[src/rtl/frame_scheduler.sv]
`default_nettype none
// =============================================================================
// Module   : frame_scheduler
// Brief    : Animation sequencer; rewrites the display frame-address register
//            over a Wishbone master port on display-frame boundaries.
//            Optional ping-pong sequencing: FRAME_SCHED_PINGPONG_EN.
// Revision : 1.0 - initial release
// =============================================================================
module frame_scheduler #(
  parameter int                       ADDRESS_WIDTH    = 30,
  parameter int                       DATA_WIDTH       = 32,
  parameter int                       FRAME_ADDR_WIDTH = 14,
  parameter logic [ADDRESS_WIDTH-1:0] TARGET_ADDRESS   = '0
) (
  input  logic                     clk_i,
  input  logic                     rst_i,
  // configuration slave
  input  logic [ADDRESS_WIDTH-1:0] s_adr_i,
  input  logic [DATA_WIDTH-1:0]    s_dat_i,
  output logic [DATA_WIDTH-1:0]    s_dat_o,
  input  logic                     s_we_i,
  input  logic                     s_stb_i,
  input  logic                     s_cyc_i,
  input  logic [3:0]               s_sel_i,
  output logic                     s_ack_o,
  // frame-address master
  output logic [ADDRESS_WIDTH-1:0] m_adr_o,
  output logic [DATA_WIDTH-1:0]    m_dat_o,
  output logic                     m_we_o,
  output logic                     m_stb_o,
  output logic                     m_cyc_o,
  output logic [3:0]               m_sel_o,
  input  logic                     m_ack_i,
  // display
  input  logic                     frame_complete_i,
  output logic                     irq_o
);

  localparam int c_PAD_W = DATA_WIDTH - FRAME_ADDR_WIDTH - 1;

  typedef enum logic [1:0] {
    S_IDLE = 2'd0,
    S_REQ  = 2'd1,
    S_WAIT = 2'd2
  } state_t;

  // configuration registers
  logic                        r_en;
  logic                        r_loop;
  logic [DATA_WIDTH-1:0]       r_base;
  logic [23:0]                 r_geom;
  logic [7:0]                  r_delay;
  logic                        w_pp;

  // sequencer state
  state_t                      r_state, w_state_nxt;
  logic [7:0]                  r_index, w_index_nxt;
  logic [FRAME_ADDR_WIDTH-1:0] r_addr, w_addr_nxt;
  logic [7:0]                  r_dcnt, w_dcnt_nxt;
  logic                        r_dir, w_dir_nxt;
  logic                        r_done, w_done_nxt;
  logic                        r_irq, w_irq_nxt;
  logic                        r_pend, w_pend_nxt;
  logic                        r_m_cyc, w_m_cyc_nxt;
  logic                        w_finish;

  logic                        r_s_ack;
  logic                        r_en_q;
  logic                        r_fc_q;
  logic                        w_tick;
  logic                        w_wr;
  logic                        w_ctl_wr;
  logic                        w_irq_clr;
  logic [7:0]                  w_count;
  logic [7:0]                  w_last;
  logic [15:0]                 w_stride;
  logic [FRAME_ADDR_WIDTH-1:0] w_stride_hw;
  logic [FRAME_ADDR_WIDTH-1:0] w_base_hw;
  logic                        w_unused;

  assign w_unused = ^s_adr_i[ADDRESS_WIDTH-1:2];

  // ---------------------------------------------------------------------------
  // Slave port
  // ---------------------------------------------------------------------------
  assign s_ack_o   = r_s_ack;
  assign w_wr      = r_s_ack & s_cyc_i & s_stb_i & s_we_i;
  assign w_ctl_wr  = w_wr & (s_adr_i[1:0] == 2'd0) & s_sel_i[0];
  assign w_irq_clr = w_ctl_wr & s_dat_i[2];

  always_ff @(posedge clk_i or posedge rst_i) begin
    if (rst_i) begin
      r_s_ack <= 1'b0;
    end else begin
      r_s_ack <= s_cyc_i & s_stb_i & ~r_s_ack;
    end
  end

  always_ff @(posedge clk_i or posedge rst_i) begin
    if (rst_i) begin
      r_en    <= 1'b0;
      r_loop  <= 1'b0;
      r_base  <= '0;
      r_geom  <= '0;
      r_delay <= '0;
    end else if (w_wr) begin
      case (s_adr_i[1:0])
        2'd0: begin
          if (s_sel_i[0]) begin
            r_en   <= s_dat_i[0];
            r_loop <= s_dat_i[1];
          end
        end
        2'd1: begin
          for (int b = 0; b < 4; b++) begin
            if (s_sel_i[b]) r_base[8*b +: 8] <= s_dat_i[8*b +: 8];
          end
        end
        2'd2: begin
          for (int b = 0; b < 3; b++) begin
            if (s_sel_i[b]) r_geom[8*b +: 8] <= s_dat_i[8*b +: 8];
          end
        end
        default: begin
          if (s_sel_i[0]) r_delay <= s_dat_i[7:0];
        end
      endcase
    end
  end

`ifdef FRAME_SCHED_PINGPONG_EN
  logic r_pp;

  always_ff @(posedge clk_i or posedge rst_i) begin
    if (rst_i) begin
      r_pp <= 1'b0;
    end else if (w_ctl_wr) begin
      r_pp <= s_dat_i[3];
    end
  end

  assign w_pp = r_pp;
`else
  assign w_pp = 1'b0;
`endif

  always_comb begin
    s_dat_o = '0;
    if (s_cyc_i && s_stb_i) begin
      case (s_adr_i[1:0])
        2'd0: begin
          s_dat_o[0]     = r_en;
          s_dat_o[1]     = r_loop;
          s_dat_o[3]     = w_pp;
          s_dat_o[4]     = r_done;
          s_dat_o[5]     = (r_state != S_IDLE);
          s_dat_o[23:16] = r_index;
        end
        2'd1:    s_dat_o        = r_base;
        2'd2:    s_dat_o[23:0]  = r_geom;
        default: s_dat_o[7:0]   = r_delay;
      endcase
    end
  end

  // ---------------------------------------------------------------------------
  // Sequencer
  // ---------------------------------------------------------------------------
  assign w_tick      = frame_complete_i & ~r_fc_q;
  assign w_count     = (r_geom[23:16] == 8'd0) ? 8'd1 : r_geom[23:16];
  assign w_last      = w_count - 8'd1;
  assign w_stride    = r_geom[15:0];
  assign w_stride_hw = FRAME_ADDR_WIDTH'(w_stride >> 1);
  assign w_base_hw   = r_base[FRAME_ADDR_WIDTH:1];

  always_ff @(posedge clk_i or posedge rst_i) begin
    if (rst_i) begin
      r_state <= S_IDLE;
      r_index <= '0;
      r_addr  <= '0;
      r_dcnt  <= '0;
      r_dir   <= 1'b0;
      r_done  <= 1'b0;
      r_irq   <= 1'b0;
      r_pend  <= 1'b0;
      r_m_cyc <= 1'b0;
      r_en_q  <= 1'b0;
      r_fc_q  <= 1'b0;
    end else begin
      r_state <= w_state_nxt;
      r_index <= w_index_nxt;
      r_addr  <= w_addr_nxt;
      r_dcnt  <= w_dcnt_nxt;
      r_dir   <= w_dir_nxt;
      r_done  <= w_done_nxt;
      r_irq   <= w_irq_nxt;
      r_pend  <= w_pend_nxt;
      r_m_cyc <= w_m_cyc_nxt;
      r_en_q  <= r_en;
      r_fc_q  <= frame_complete_i;
    end
  end

  always_comb begin
    w_state_nxt = r_state;
    w_index_nxt = r_index;
    w_addr_nxt  = r_addr;
    w_dcnt_nxt  = r_dcnt;
    w_dir_nxt   = r_dir;
    w_done_nxt  = r_done;
    w_irq_nxt   = r_irq;
    w_pend_nxt  = r_pend;
    w_m_cyc_nxt = r_m_cyc;
    w_finish    = 1'b0;

    // a completion in the same cycle overrides the clear below
    if (w_irq_clr) w_irq_nxt = 1'b0;

    case (r_state)
      S_IDLE: begin
        w_pend_nxt = 1'b0;
        if (r_en && !r_en_q) begin
          w_index_nxt = 8'd0;
          w_addr_nxt  = w_base_hw;
          w_dcnt_nxt  = r_delay;
          w_done_nxt  = 1'b0;
          w_dir_nxt   = 1'b0;
          w_state_nxt = S_REQ;
        end
      end

      S_REQ: begin
        if (w_tick) w_pend_nxt = 1'b1;
        if (!r_m_cyc) begin
          w_m_cyc_nxt = 1'b1;
        end else if (m_ack_i) begin
          w_m_cyc_nxt = 1'b0;
          w_state_nxt = r_en ? S_WAIT : S_IDLE;
        end
      end

      S_WAIT: begin
        w_pend_nxt = 1'b0;
        if (!r_en) begin
          w_state_nxt = S_IDLE;
        end else if (w_tick || r_pend) begin
          if (r_dcnt != 8'd0) begin
            w_dcnt_nxt = r_dcnt - 8'd1;
          end else begin
            w_dcnt_nxt  = r_delay;
            w_state_nxt = S_REQ;
            if (w_pp && r_dir) begin
              if (r_index != 8'd0) begin
                w_index_nxt = r_index - 8'd1;
                w_addr_nxt  = r_addr - w_stride_hw;
              end else if (r_loop) begin
                // bounce off the bottom without repeating frame 0
                w_dir_nxt = 1'b0;
                if (w_count > 8'd1) begin
                  w_index_nxt = 8'd1;
                  w_addr_nxt  = w_base_hw + w_stride_hw;
                end else begin
                  w_index_nxt = 8'd0;
                  w_addr_nxt  = w_base_hw;
                end
              end else begin
                w_finish = 1'b1;
              end
            end else if (r_index < w_last) begin
              w_index_nxt = r_index + 8'd1;
              w_addr_nxt  = r_addr + w_stride_hw;
            end else if (w_pp && w_count > 8'd1) begin
              w_dir_nxt   = 1'b1;
              w_index_nxt = r_index - 8'd1;
              w_addr_nxt  = r_addr - w_stride_hw;
            end else if (r_loop) begin
              w_index_nxt = 8'd0;
              w_addr_nxt  = w_base_hw;
            end else begin
              w_finish = 1'b1;
            end

            if (w_finish) begin
              w_done_nxt  = 1'b1;
              w_irq_nxt   = 1'b1;
              w_state_nxt = S_IDLE;
            end
          end
        end
      end

      default: w_state_nxt = S_IDLE;
    endcase
  end

  // ---------------------------------------------------------------------------
  // Master port
  // ---------------------------------------------------------------------------
  assign m_adr_o = TARGET_ADDRESS;
  assign m_dat_o = {{c_PAD_W{1'b0}}, r_addr, 1'b0};
  assign m_sel_o = 4'b0011;
  assign m_cyc_o = r_m_cyc;
  assign m_stb_o = r_m_cyc;
  assign m_we_o  = r_m_cyc;
  assign irq_o   = r_irq;

endmodule
`default_nettype wire

[config.mk]
export PLATFORM = sky130hd
export DESIGN_NAME = frame_scheduler
export DESIGN_NICKNAME = d
export VERILOG_FILES = /design/src/rtl/frame_scheduler.sv
export SDC_FILE = /design/constraint.sdc
export NUM_CORES = 1
export LEC_CHECK = 0
export CAP_MARGIN = 5
export CELL_PAD_IN_SITES_DETAIL_PLACEMENT = 1
export CELL_PAD_IN_SITES_GLOBAL_PLACEMENT = 2
export CORE_UTILIZATION = 29
export DETAILED_ROUTE_END_ITERATION = 12
export HOLD_SLACK_MARGIN = 0.1
export PLACE_DENSITY_LB_ADDON = 0.05
export SLEW_MARGIN = 15
export SYNTH_ARGS = -nofsm -noshare
export SYNTH_HDL_FRONTEND = slang
export SYNTH_SLANG_ARGS = --single-unit
[constraint.sdc]
create_clock -name clk_i -period 4 [get_ports clk_i]
set_input_delay 1 -clock clk_i [delete_from_list [all_inputs] [get_ports clk_i]]
set_output_delay 1 -clock clk_i [all_outputs]
set_load 0.02 [all_outputs]
Word-level counts from Yosys, hierarchy flattened
Cells that the tools add are included.
{ "totals": {"ff_bits": 105, "input_bits": 73, "out_inout_bits": 103, "elab_cells": 139} }
{ "classes": {"eq_ne": 15, "n_mux": 59, "n_reduce_logical": 27, "add_sub_neg": 4, "magnitude_cmp": 1, "bitwise_logic": 12} }
{ "ops": {"columns": ["op", "n"], "rows": [
  ["$mux 8", 12],
  ["$mux 14", 6],
  ["$pmux 8 s2", 3],
  ["$mux 32", 1],
  ["$pmux 14 s2", 1],
  ["$reduce_and 3->1", 9],
  ["$pmux 8 s3", 1],
  ["$mux 1", 21],
  ["$pmux 2 s3", 3],
  ["$ne 2x2->1 const B", 8],
  ["$sub 8x1->8 const B", 2],
  ["$add 14x14->14", 1],
  ["$mux 2", 7],
  ["$reduce_and 6->1", 2],
  ["$and 1x1->1", 9],
  ["$ne 3x3->1 const B", 3],
  ["$pmux 3 s3", 1],
  ["$add 8x1->8 const B", 1],
  ["$logic_not 8->1", 1],
  ["$lt 8x8->1", 1],
  ["$reduce_bool 8->1", 1],
  ["$reduce_bool 2->1", 3],
  ["$reduce_and 5->1", 1],
  ["$eq 2x1->1 const B", 2],
  ["other kinds (12)", 18]
]} }

Longest topological paths before layout
Gate-level depths: netlist of the first run.
{ "logic_depth": {"depth_word": 14, "mapped_depth": 16, "mapped_depth_nobuf": 14} }

Least setup slack after synthesis of the first run
OpenSTA, ideal clock, no wires.
{ "synth_timing": {"path_kind": "input to output", "from": "input port s_adr_i[1]", "to": "output port s_dat_o[5]", "slack_ps": 619, "arrival_ps": 2381, "t_required_ps": 3000, "path_stages": 6, "path_buffers": 2, "cell_sequence": "inv_1 -> ha_1 -> clkbuf_1 -> clkbuf_1 -> a221oi_1 -> a221oi_1"} }
{ "synth_between": {"elab_chain_cells": 3, "elab_cells_between_ends": 5, "cone_classes": "eq/ne (2); mux (2); reduce/logical (1)"} }
{ "synth_lines": {"columns": ["item", "line_no", "rtl"], "rows": [
  ["start: declaration", "18", "input logic [ADDRESS_WIDTH-1:0] s_adr_i,"],
  ["$eq 2x2->1 (tied with other cells)", "150", "case (s_adr_i[1:0])"],
  ["$pmux 3 s3 *", "150", null],
  ["$mux 32 *", "149", "if (s_cyc_i && s_stb_i) begin"],
  ["end: declaration", "20", "output logic [DATA_WIDTH-1:0] s_dat_o,"]
]} }
Every way passes the cells marked *; elsewhere a longest branch is shown, timed or not.

Worst setup path after layout of the first run
{ "layout_timing": {"from": "input port s_adr_i[0]", "to": "output port s_dat_o[0]"} }
{ "layout_between": {"elab_chain_cells": 3, "elab_cells_between_ends": 5, "cone_classes": "eq/ne (2); mux (2); reduce/logical (1)"} }
{ "layout_lines": {"columns": ["item", "line_no"], "rows": [
  ["$eq 2x2->1 (tied with other cells)", "150"],
  ["$pmux 2 s3 *", "150"],
  ["$mux 32 *", "149"]
]} }
Marked as above.

==> metrics.md, run 1 <==
| Metric | Value |
|---|---|
| Slew Limit Fails | `0` |
| Routed WL per cell | `~18 um` |
| Syn Inst Count | `634` |
| Design Area, Final | `0.00778 mm^2` |
| CTS tree | `yes` |
| Main synth FF type | `dfrtp_1` |
| Adder-Cell Fraction of Synth Area | `5.92%` |
| Final non-filler cell total | `approximately 1,000` |
| RSZ-0062 raised after global routing | `no` |
| Max transition margin | `53.6%` |
| # nets final | `between 800 and 900` |
| # setup viols final | `0` |
| Area Growth Syn to Fin | `24.3%` |
| Static Leak | `roughly 0.0037 uW` |
| Via count | `4,962` |
| Vias/cell | `approximately 5` |
| Synth Area in Simple Gates | `between 10% and 20%` |
| Pwr dens | `approximately 470 mW/mm^2` |
| Placed inst area | `0.00746 mm^2` |
| Antenna violations before repair | `0` |
| Worst path max stage delay | `between 400 and 500 ps` |
| Die footprint | `~0.022 mm^2` |
| Seq/Total Area, Yosys | `about two fifths` |
| Chip width | `~150 um` |
| Worst hold margin | `483 ps` |
| Initial DRC count | `180` |
| Core area | `0.0211 mm^2` |
| Fin Setup TNS | `0 ps` |
| Overflow after GRT | `0` |
| Post-route ant nets | `0` |
| Root Buffer Master | `clkbuf_16` |
| CP bufs+invs | `4` |
| Max Fclk | `258 MHz` |
| Distinct cells, synth | `53` |
| Crit Path Category | `in2out` |
| CP arrival | `around 2900 ps` |
| Post-Route WL | `around 19 mm` |
| DRC Markers | `0` |
| Final core occ | `between 30% and 40%` |
| Crit path required time | `about 3000 ps` |
| Outcome | `finished, final reports clean` |
| Cell mode on critical path | `nor2_1` |
| Worst-path clk slew | `70 ps` |
| Clock buffer count from CTS | `9` |
| Drt pass-1 iters | `5` |
| Syn Area/Cell | `slightly below 10 um^2` |
| Crit path cell chain | `clkdlybuf4s50_1 > buf_4 > ha_1 > buf_12 > a222oi_1 > nor2_1 > a21oi_1 > nor2_1 > clkdlybuf4s15_1` |
| Final RePlAce weighted congestion | `0.740` |
| Synth Area in Compound Gates | `around 14%` |
| Post-synth EDFFs | `0` |
| Asr flop ratio synth | `100%` |
| Slew @ Worst Pin | `approximately 700 ps` |
| Number of synthesized register bits | `about 110` |
| Part of the cycle the worst path needs | `between 90% and 100%` |
| Largest family of logic cells by synthesized area | `compound AO/OA/AOI/OAI gates` |
| Post-synthesis mux area share | `between 10% and 20%` |
| Starting Density | `just under 30%` |
| CP max stage cell | `clkdlybuf4s50_1` |
| Vias in the first global route | `5,283` |
| CTS Sinks | `roughly 110` |
| Setup Skew | `8.47 ps` |
| Row cnt | `between 50 and 60` |
| Chip height | `roughly 150 um` |
| Xor and xnor area share after synthesis | `between 2 and 2.5%` |
| Worst-Skew Late Latency | `360 ps` |
| Share of cells above drive strength 1 | `approximately 16%` |
| Inst Count DP | `1,000` |
| Hold Crit Class | `reg2reg` |
| Peak supply drop | `0.211 mV` |
| Htree depth | `3` |
| Max cap viols | `0` |
| Total GRT Usage | `about 18%` |
| Crit end category | `output pin` |
| Startpoint type of the worst setup path | `primary input` |
| Syn Std Cell Area | `about 0.0063 mm^2` |
| Final min period | `just under 4000 ps` |
| Max clock buf depth | `2` |
| Post-DP HPWL | `~14 mm` |
| # hold bufs at CTS | `0` |
| Delay-heaviest family, CP | `buffers and inverters` |
| Largest net degree at the start of global routing | `around 110` |
| Final Hold Viols | `0` |
| Synth warn | `0` |
| CP max FO | `18` |
| First-pass GRT wire length | `approximately 30 mm` |
| Io pins | `between 150 and 200` |
| Port Buffers | `95` |
## repair_timing
action                     CTS  global route
pin swaps                    0             1
gates resized for setup     34             6
setup endpoints to repair   32             5
setup buffers                0             0
## worst register-to-register path, cell delays in order (launching register included)
cell,delay (ps)
dfrtp_1,460
nor4_1,350
nand2_1,80
nand2_1,150
o21ai_0,90
nor2b_1,140
ha_1,210
nor4_1,280
nand2_1,150
or2_4,280
a311o_1,450
nor2_1,460
a222oi_1,210
## kinds of logic after synthesis
| logic type | after synthesis |
|---|---|
| AO/OA/AOI/OAI | 133 |
| XOR/XNOR | 16 |
| adder cells (fa/ha/maj) | 29 |
| buffers and inverters | 104 |
| flip-flops | 105 |
| multiplexers | 69 |
| other | 2 |
| AND/OR/NAND/NOR | 176 |
## cells in the final DEF, fill, tap and decap left out, drive strengths merged, types with 5 or more instances in the layout
| cell | Yosys | routed |
|---|---|---|
| o22ai | 8 | 8 |
| xor2 | 9 | 9 |
| nand2 | 38 | 38 |
| xnor2 | 7 | 7 |
| and3 | 14 | 14 |
| inv | 28 | 30 |
| clkbuf | 17 | 10 |
| nor2 | 57 | 57 |
| mux2 | 67 | 67 |
| nor2b | 7 | 7 |
| a21oi | 40 | 40 |
| dlygate4sd2 | 0 | 28 |
| nor3 | 6 | 6 |
| buf | 59 | 22 |
| a22oi | 12 | 12 |
| o21ai | 30 | 30 |
| nand3 | 19 | 19 |
| clkdlybuf4s50 | 0 | 62 |
| and2 | 5 | 5 |
| nor4 | 5 | 5 |
| ha | 28 | 28 |
| dfrtp | 105 | 105 |
| nand2b | 7 | 7 |
| conb | 2 | 52 |
| a222oi | 12 | 12 |
| a221oi | 8 | 8 |
## power breakdown
| part | switching [uW] | total [uW] | internal (uW) |
|---|---|---|---|
| clock network | 437 | 991 | 553 |
| logic | 672 | 1230 | 556 |
| registers | 199 | 1430 | 1230 |
## cell usage after synthesis (2+ instances only)
library cell	instances	area [um^2]
a21boi_0	2	15.0
a21o_1	3	22.5
a21oi_1	39	195
a221oi_1	8	70.1
a222oi_1	12	120
a22oi_1	12	90.1
a311o_1	2	20.0
a31oi_1	3	18.8
and2_1	4	25.0
and3_1	14	87.6
buf_2	4	20.0
buf_4	55	413
clkbuf_1	17	63.8
conb_1	2	7.51
dfrtp_1	105	2630
ha_1	28	350
inv_1	28	105
mux2_2	67	754
mux2i_1	2	20.0
nand2_1	37	139
nand2b_1	7	43.8
nand3_1	19	95.1
nand3b_1	2	15.0
nand4_1	4	25.0
nor2_1	57	214
nor2b_1	7	43.8
nor3_1	6	30.0
nor3b_1	3	22.5
nor4_1	4	25.0
o2111ai_1	2	17.5
o21a_1	2	15.0
o21ai_0	30	150
o22ai_1	8	50.1
o31ai_1	2	15.0
or2_2	2	12.5
or3_1	4	25.0
xnor2_1	7	61.3
xor2_1	9	78.8
## routing by layer
metal	track usage [%]	wire length, um
met4	5.31	305
met3	3.76	884
met5	0	0
met1	22.8	8450
met2	29.2	9090
## state kept, by name, summed over array words and instances (netlist names), 2 cells and up
register,flops
r_delay,8
r_dcnt,8
r_index,8
r_base,32
r_geom,24
r_state,2
r_addr,14
## path summary, 6_finish.rpt
kind                             from          to  slack, ps  cells past startpoint
max in group asynchronous       rst_i  r_index[2]       2400                      3
hold / removal                s_ack_o     s_ack_o        480                      1
hold reg to reg               s_ack_o     s_ack_o        480                      1
setup / recovery           s_adr_i[0]  s_dat_o[0]        130                      9
setup reg to reg           r_geom[22]   r_addr[1]        550                     12
min in group asynchronous       rst_i   r_geom[6]       1150                      3
## per-stage QoR
stage / setup WS (ps) / total power [uW]
finish: 130 / 3650
global route: 20.6 / 3880
CTS: 0.894 / 3700
detailed placement: -178 / 2690
global placement: -151 / 2650
floorplan: 239 / 2250
## final cells by class
class	count	area, um^2
multi-input cells	475	3230
inverters	28	108
diodes	1	2.50
well taps	275	344
clock buffers	10	229
fillers	2425	13300
repair buffers	117	1140
clock inverters	6	90.1
flip-flops and latches	105	2630
Note: power is estimated with default switching activity, not from simulation.
==> inputs of run 2 (changes only) <==
CTS_BUF_LIST = sky130_fd_sc_hd__clkbuf_16   (was unset)
MAX_ROUTING_LAYER = met4   (was unset)
REMOVE_ABC_BUFFERS = 1   (was unset)
==> metrics.md, run 2 (same netlist as run 1, synthesis figures left out) <==
| Metric | Value |
|---|---|
| Outcome | `finished, violations left` |
| Violations in the final reports | `negative setup slack` |
| Drt pass-1 iters | `5` |
| Worst-Skew Late Latency | `360 ps` |
| R2R setup slack | `approximately 600 ps` |
| Clock buffer count from CTS | `9` |
| Biggest regs | `r_base: 32 flops, r_geom: 24 flops, r_addr: 14 flops` |
| Share of cells above drive strength 1 | `between 10% and 20%` |
| Crit Path Category | `in2out` |
| Max Fclk | `~250 MHz` |
| Sequential Area | `0.00263 mm^2` |
| Max cap viols | `0` |
| Startpoint type of the worst setup path | `primary input` |
| CP arrival | `~3000 ps` |
| Multi-input logic area | `0.00325 mm^2` |
| Post-Route WL | `17.9 mm` |
| Post-DP HPWL | `~14 mm` |
| Worst path max stage delay | `540 ps` |
| Crit path required time | `about 3000 ps` |
| # nets final | `~840` |
| Core area | `0.0211 mm^2` |
| Antenna violations before repair | `0` |
| Final min period | `between 4000 and 5000 ps` |
| Fill cells | `about 2,400` |
| Via count | `4,961` |
| Crit path cell chain | `clkdlybuf4s50_1 > inv_1 > ha_2 > buf_4 > a222oi_1 > nor2_1 > clkdlybuf4s50_1` |
| RR Startpoint | `r_geom[17]` |
| Fin Setup TNS | `-0.850 ps` |
| Hold Crit Class | `reg2reg` |
| Worst hold margin | `475 ps` |
| Slew Limit Fails | `0` |
| Final WS setup | `-0.850 ps` |
| Post-route ant nets | `0` |
| Peak supply drop | `roughly 0.22 mV` |
| Port Buffers | `95` |
| Initial DRC count | `199` |
| DRC Markers | `0` |
| Cell mode on critical path | `clkdlybuf4s50_1` |
| Area Growth Syn to Fin | `23.7%` |
| Most common cell after layout, fill and taps aside | `dfrtp_1` |
| Root Buffer Master | `clkbuf_16` |
| Final core occ | `36.7%` |
| Final RePlAce weighted congestion | `0.756` |
| Delay-heaviest family, CP | `buffers and inverters` |
| CP bufs+invs | `4` |
| Chip height | `approximately 150 um` |
| Starting Density | `29.7%` |
| First-pass GRT wire length | `28.3 mm` |
| Chip width | `roughly 150 um` |
| Static Leak | `0.00365 uW` |
| Worst-path clk slew | `80 ps` |
| Register with the most flip-flops | `r_base` |
| # hold bufs at CTS | `0` |
| # setup viols final | `1` |
| Critical Path Start | `s_adr_i[0]` |
| Final non-filler cell total | `around 1,000` |
| Commonest non-fill, non-tap cells in the layout | `dfrtp_1 (105), mux2_2 (67), clkdlybuf4s50_1 (66), nor2_1 (57), conb_1 (52)` |
| Row cnt | `53` |
| Overflow after GRT | `0` |
| Part of the cycle the worst path needs | `100%` |
| RSZ-0062 raised after global routing | `yes` |
| Largest net degree at the start of global routing | `56` |
| Vias in the first global route | `4,995` |
| Slew @ Worst Pin | `759 ps` |
| Max transition margin | `between 40% and 50%` |
| Pwr dens | `about 460 mW/mm^2` |
| Antenna Cells | `0` |
| Final Hold Viols | `0` |
| CTS Sinks | `between 100 and 150` |
| Post-CTS setup buffer count | `0` |
| CTS tree | `yes` |
| Io pins | `between 150 and 200` |
| Number of flip-flops in the largest register | `32` |
| Inst Count DP | `roughly 1,000` |
| Max clock buf depth | `2` |
| Vias/cell | `4.89` |
| Hold_sp | `s_ack_o` |
| Routed WL per cell | `around 18 um` |
| CP max stage cell | `clkdlybuf4s50_1` |
| Setup Skew | `around 11 ps` |
| Crit end category | `output pin` |
| Post-placement setup slack | `-324 ps` |
| CP max FO | `10` |
| Die footprint | `0.0222 mm^2` |
| Total GRT Usage | `17.1%` |
| Post-CTS Resized | `32` |
| Htree depth | `3` |
[run 2: layout make-up]
type                    count  share of cell area [%]
well taps                 275                    4.45
clock buffers               9                    2.91
clock inverters             6                   0.792
inverters                  28                    1.39
flip-flops and latches    105                    33.9
multi-input cells         475                    42.0
repair buffers            116                    14.5
[run 2: power breakdown]
group	total (uW)	internal (uW)	leakage, uW	switching (uW)
logic	1220	557	0.00211	667
registers	1420	1230	0.00140	190
clock network	919	481	0.000141	438
[run 2: per-layer routing]
| metal | track usage, % | up-vias | part of all wire (%) |
|---|---|---|---|
| li1 | - | 2367 | - |
| met1 | 22.5 | 2473 | 48 |
| met2 | 27.1 | 108 | 48 |
| met3 | 3.09 | 13 | 3.9 |
| met4 | 3.98 | 0 | 0.99 |
| met5 | - | - | 0 |
[run 2: final timing paths]
kind	end	cells past startpoint
setup reg to reg	r_addr[1]	11
hold reg to reg	s_ack_o	1
hold / removal	s_ack_o	1
setup / recovery	s_dat_o[19]	7
max in group asynchronous	r_index[5]	3
min in group asynchronous	r_base[8]	2
[run 2: metrics by stage]
step / cell area, um^2 / total power, uW
floorplan: 5950 / 2190
global placement: 7440 / 2640
detailed placement: 7440 / 2680
CTS: 7720 / 3620
global route: 7740 / 3790
finish: 7740 / 3570
